File: src/rtl/reg_to_obi_bridge.sv
// rtl/reg_to_obi_bridge.sv - reg-bus responder issuing one OBI initiator transaction per request (optional timeout: REG_TO_OBI_TIMEOUT_EN)
module reg_to_obi_bridge #(
    parameter logic [31:0] BASE_OFFSET    = 32'h0,
    parameter int unsigned TIMEOUT_CYCLES = 256
) (
    input  logic        clk_i,
    input  logic        rst_ni,
    // reg-bus request
    input  logic [31:0] reg_req_addr_i,
    input  logic        reg_req_write_i,
    input  logic [31:0] reg_req_wdata_i,
    input  logic [3:0]  reg_req_wstrb_i,
    input  logic        reg_req_valid_i,
    // reg-bus response
    output logic [31:0] reg_rsp_rdata_o,
    output logic        reg_rsp_error_o,
    output logic        reg_rsp_ready_o,
    // OBI request
    output logic        obi_req_req_o,
    output logic        obi_req_we_o,
    output logic [3:0]  obi_req_be_o,
    output logic [31:0] obi_req_addr_o,
    output logic [31:0] obi_req_wdata_o,
    // OBI response
    input  logic        obi_resp_gnt_i,
    input  logic        obi_resp_rvalid_i,
    input  logic [31:0] obi_resp_rdata_i,
    output logic        busy_o
);

    typedef enum logic [1:0] {
        IDLE = 2'd0,
        REQ  = 2'd1,
        RESP = 2'd2,
        DONE = 2'd3
    } state_t;

    // Timeout window must fit the 16-bit counter and allow at least one wait cycle.
    if (TIMEOUT_CYCLES < 2 || TIMEOUT_CYCLES > 65535) begin : g_bad_timeout
        $error("reg_to_obi_bridge: TIMEOUT_CYCLES out of range 2..65535");
    end

    state_t      state_q;
    logic [31:0] addr_q;
    logic        we_q;
    logic [3:0]  be_q;
    logic [31:0] wdata_q;
    logic        req_q;
    logic        ready_q;
    logic [31:0] rdata_q;

    // Next-state values for the capture and response-data registers.
    logic [31:0] addr_d;
    logic [31:0] rdata_d;
    logic        rsp_take;

    assign addr_d  = reg_req_addr_i + BASE_OFFSET;
    assign rdata_d = we_q ? 32'h0 : obi_resp_rdata_i;

`ifdef REG_TO_OBI_TIMEOUT_EN
    localparam logic [15:0] CNT_LAST = 16'(TIMEOUT_CYCLES - 1);

    logic [15:0] cnt_q;
    logic        orphan_q;
    logic        error_q;

    // An rvalid belonging to an abandoned transaction must not complete the current one.
    assign rsp_take        = obi_resp_rvalid_i && !orphan_q;
    assign reg_rsp_error_o = error_q;
`else
    assign rsp_take        = obi_resp_rvalid_i;
    assign reg_rsp_error_o = 1'b0;
`endif

    assign obi_req_req_o   = req_q;
    assign obi_req_we_o    = we_q;
    assign obi_req_be_o    = be_q;
    assign obi_req_addr_o  = addr_q;
    assign obi_req_wdata_o = wdata_q;
    assign reg_rsp_ready_o = ready_q;
    assign reg_rsp_rdata_o = rdata_q;
    assign busy_o          = (state_q != IDLE);

    // Bridge FSM: capture the reg request, run one OBI request/response, pulse ready for one cycle.
    always_ff @(posedge clk_i or negedge rst_ni) begin
        if (!rst_ni) begin
            state_q  <= IDLE;
            addr_q   <= 32'h0;
            we_q     <= 1'b0;
            be_q     <= 4'h0;
            wdata_q  <= 32'h0;
            req_q    <= 1'b0;
            ready_q  <= 1'b0;
            rdata_q  <= 32'h0;
`ifdef REG_TO_OBI_TIMEOUT_EN
            cnt_q    <= 16'h0;
            orphan_q <= 1'b0;
            error_q  <= 1'b0;
`endif
        end else begin
`ifdef REG_TO_OBI_TIMEOUT_EN
            // The first rvalid after an abandoned response is the stale one; drop it in any state.
            if (obi_resp_rvalid_i && orphan_q) begin
                orphan_q <= 1'b0;
            end
`endif
            case (state_q)
                IDLE: begin
                    if (reg_req_valid_i) begin
                        addr_q  <= addr_d;
                        we_q    <= reg_req_write_i;
                        be_q    <= reg_req_wstrb_i;
                        wdata_q <= reg_req_wdata_i;
                        req_q   <= 1'b1;
                        state_q <= REQ;
`ifdef REG_TO_OBI_TIMEOUT_EN
                        cnt_q   <= 16'h0;
`endif
                    end
                end
                REQ: begin
                    if (obi_resp_gnt_i) begin
                        req_q   <= 1'b0;
                        state_q <= RESP;
`ifdef REG_TO_OBI_TIMEOUT_EN
                        cnt_q   <= 16'h0;
                    end else if (cnt_q == CNT_LAST) begin
                        req_q   <= 1'b0;
                        ready_q <= 1'b1;
                        rdata_q <= 32'hBADCAB1E;
                        error_q <= 1'b1;
                        state_q <= DONE;
                    end else begin
                        cnt_q   <= cnt_q + 16'd1;
`endif
                    end
                end
                RESP: begin
                    if (rsp_take) begin
                        rdata_q <= rdata_d;
                        ready_q <= 1'b1;
                        state_q <= DONE;
`ifdef REG_TO_OBI_TIMEOUT_EN
                    end else if (cnt_q == CNT_LAST) begin
                        rdata_q  <= 32'hBADCAB1E;
                        ready_q  <= 1'b1;
                        error_q  <= 1'b1;
                        orphan_q <= 1'b1;
                        state_q  <= DONE;
                    end else begin
                        cnt_q    <= cnt_q + 16'd1;
`endif
                    end
                end
                DONE: begin
                    ready_q <= 1'b0;
                    rdata_q <= 32'h0;
`ifdef REG_TO_OBI_TIMEOUT_EN
                    error_q <= 1'b0;
`endif
                    state_q <= IDLE;
                end
                default: begin
                    state_q <= IDLE;
                end
            endcase
        end
    end

endmodule

File: config.mk
export PLATFORM = sky130hd
export DESIGN_NAME = reg_to_obi_bridge
export DESIGN_NICKNAME = d
export VERILOG_FILES = /design/src/rtl/reg_to_obi_bridge.sv
export SDC_FILE = /design/constraint.sdc
export NUM_CORES = 1
export LEC_CHECK = 0
export ABC_AREA = 1
export CORE_ASPECT_RATIO = 0.5
export CORE_MARGIN = 3
export CORE_UTILIZATION = 36
export DETAILED_ROUTE_END_ITERATION = 7
export MAX_ROUTING_LAYER = met4
export PLACE_DENSITY = 0.82
export SYNTH_ARGS = -nofsm -noshare
export SYNTH_HDL_FRONTEND = slang
export SYNTH_SLANG_ARGS = --single-unit
File: constraint.sdc
create_clock -name clk_i -period 1.4 [get_ports clk_i]
set_input_delay 0.42 -clock clk_i [delete_from_list [all_inputs] [get_ports clk_i]]
set_output_delay 0.42 -clock clk_i [all_outputs]
set_load 0.01 [all_outputs]
==> flow_summary_export.csv <==
group,metric,value,unit
finish,final_cell_count_no_fill,867,
clocking,cts_max_level,3,
routing,route.met3.wl,552,µm
logic_synthesis,yosys.area.top_type,"dfrtp_1",
critical_path,critPathMaxFanout,2,
timing,fmax,0.645,GHz
finish,area_growth,62.5,%
routing,dr_wl_met2,7780,µm
finish,drive_gt1_frac,0.249,
finish,fill_cells,937,
routing,highest_layer,"met4",
logic_synthesis,synth_top_area_share,0.627,
critical_path,crit_required,0.98,ns
placed_design,dp_hpwl,9390,µm
critical_path,worst_r2r_path_depth,8,
timing,rsz0062_at_grt,"true",
timing,skew,0.0102,ns
floorplanning,die-width,159,µm
logic_synthesis,yosys-top-cells-area,"dfrtp_1 (63%), nand2_1 (23%), nand3_1 (4.2%)",
logic_synthesis,synth_nets,584,
logic_synthesis,yosys_warnings,0,
critical_path,cp-startpoint,"state_q[1]",
finish,fin_util,0.609,
global_routing,grt_usage,0.207,
timing,fin_crit_sh,1.11,
floorplanning,pin_count,211,
logic_synthesis,synthDistinctLibCells,15,
global_routing,grt_first_pass_wirelength,20400,µm
routing,post-route-drc-count,0,
critical_path,critPathKind,"reg2out",
critical_path,arrival,1.13,ns
routing,first_pass_iters,6,
placed_design,portBuffers,209,
placed_design,place_congestion,0.848,
global_routing,grt_overflow_total,0,
finish,diodes,0,
floorplanning,fp-row-count,27,
clocking,cts_tree,"yes",
power_and_ir_drop,irDropWorstVdd,0.770,mV
power_and_ir_drop,static-leakage-power,0.00356,µW
critical_path,worstSetupEndpointType,"primary output",
timing,setup_ws,-0.151,ns
status,status,"finished, violations left",
critical_path,rr_startpoint,"state_q[1]",
clocking,clock-sinks,105,
clocking,path_clk_slew,0.07,ns
placed_design,dp.cells,838,
finish,multi_input_area,1490,µm²
clocking,cts_made_buffers,9,
routing,drtIter0Drc,248,
placed_design,pre_cts_slack,-0.238,ns
global_routing,grt_pass1_vias,4026,
clocking,clockBufferDepth,2,
logic_synthesis,synth_cells,473,
global_routing,antenna_found_initial,0,
timing,final_max_slew_viol_count,0,
power_and_ir_drop,total_power,14400,µW
status,violations,"setup timing",
logic_synthesis,ys_ff_latch,105,
critical_path,r2r_slack,-0.02,ns
clocking,insertion_delay,0.34,ns
logic_synthesis,syn_area,4190,µm²
timing,hold_viol_final,0,
routing,wl_per_cell,16.2,µm
critical_path,r2r-end,"obi_req_wdata_o[25]",
global_routing,grt_max_degree,80,
worst_hold_path,min_path_type,"in2async",
power_and_ir_drop,powerDensity,2110,nW/µm²
floorplanning,dieArea,13000,µm²
timing,setup-violations-final,16,
clocking,clockRootBuffer,"clkbuf_16",
routing,via_per_inst,4.73,
logic_synthesis,synth_area_per_cell,8.85,µm²
timing,setup-tns-final,-0.261,ns
critical_path,startpoint_type,"register",
routing,routed-via-count,4102,
floorplanning,die_h,82.3,µm
flow_run,maxCapViolations,0,
critical_path,crit_path_end,"busy_o",
timing,layout_min_cycle_time,1.55,ns
floorplanning,core,11200,µm²
routing,wl_met1,5280,µm
routing,drt_wl_total,14000,µm
finish,fin_nets,817,
routing,ant_nets,0,
floorplanning,initial_core_util,0.375,
logic_synthesis,seq_area_frac_synth,0.627,
finish,regArea,2630,µm²
[sequential cells by signal (all words and copies together), names as in the netlist]
name,flops
obi_req_addr_o,32
obi_req_be_o,4
obi_req_req_o,1
obi_req_wdata_o,32
obi_req_we_o,1
reg_rsp_rdata_o,32
reg_rsp_ready_o,1
state_q,2
[worst max-delay path: stages (launching register included)]
cell and delay, ns:
dfrtp_1 0.41, inv_2 0.09, ha_4 0.14, inv_2 0.04, buf_6 0.11
[repair_timing]
action,4_1_cts,5_1_grt
cloned,1,5
resized for setup,283,121
hold buffers,0,0
endpoints found under the setup margin,107,162
pin swaps,1,3
buffers inserted,3,8
[cells in the final DEF, fill, tap and decap left out, drive strengths merged]
| master | instances |
|---|---|
| nand4 | 2 |
| nand3 | 35 |
| dfrtp | 105 |
| nand2 | 253 |
| inv | 11 |
| clkdlybuf4s15 | 12 |
| clkinv | 1 |
| nand3b | 1 |
| ha | 5 |
| buf | 68 |
| o21ai | 33 |
| clkbuf | 77 |
| clkdlybuf4s50 | 104 |
| conb | 1 |
[cells by family after synthesis]
family / count (synthesis) / share of synthesized area
other cells: 1 / 0.000895
fa+ha+maj: 5 / 0.0149
simple gates: 291 / 0.274
buf+inv: 38 / 0.0433
flops: 105 / 0.627
compound gates: 33 / 0.0394
[layer usage]
metal | vias up | track usage
met1 | 2003 | 0.224
li1 | 1943 | -
met2 | 124 | 0.388
met3 | 32 | 0.0375
met4 | 0 | 0.0773
met5 | - | -
[final cells by class]
class / instances / share of cell area
inverters: 11 / 0.00644
multi-input cells: 330 / 0.219
clock buffers: 12 / 0.0362
repair buffers: 249 / 0.322
clock inverters: 1 / 0.000735
well taps: 159 / 0.0292
flip-flops and latches: 105 / 0.386
[report_power, final]
group | total (µW) | switching (µW) | internal (µW)
Combinational | 6950 | 3760 | 3200
Clock | 2270 | 1040 | 1230
Sequential | 5150 | 741 | 4410
[cells in the mapped netlist]
cell        n
buf_2      15
buf_4       5
clkbuf_1    6
clkbuf_2    1
conb_1      1
dfrtp_1   105
ha_1        5
inv_1      10
inv_2       1
nand2_1   252
nand2_2     1
nand3_1    35
nand3b_1    1
nand4_1     2
o21ai_0    33
[metrics by stage]
step / cell area (µm²) / hold WS [ns]
4_1_cts: 7000 / 0.109
5_1_grt: 6810 / 0.129
6_report: 6810 / 0.107
3_5_place_dp: 6650 / 0.464
3_3_place_gp: 6650 / 0.461
2_1_floorplan: 4190 / 0.124
[how the worst min path moves through the flow]
stage	slack, ns	cells past startpoint	from	end
after floorplan	0.12	0	rst_ni	obi_req_addr_o[0]
after global placement	0.46	2	obi_req_addr_o[24]	obi_req_addr_o[24]
after detailed placement	0.46	2	obi_req_addr_o[24]	obi_req_addr_o[24]
after CTS	0.11	2	rst_ni	state_q[1]
after global routing	0.13	2	rst_ni	reg_rsp_rdata_o[26]
final	0.11	2	rst_ni	reg_rsp_rdata_o[22]
(Power assumes the default switching activity.)
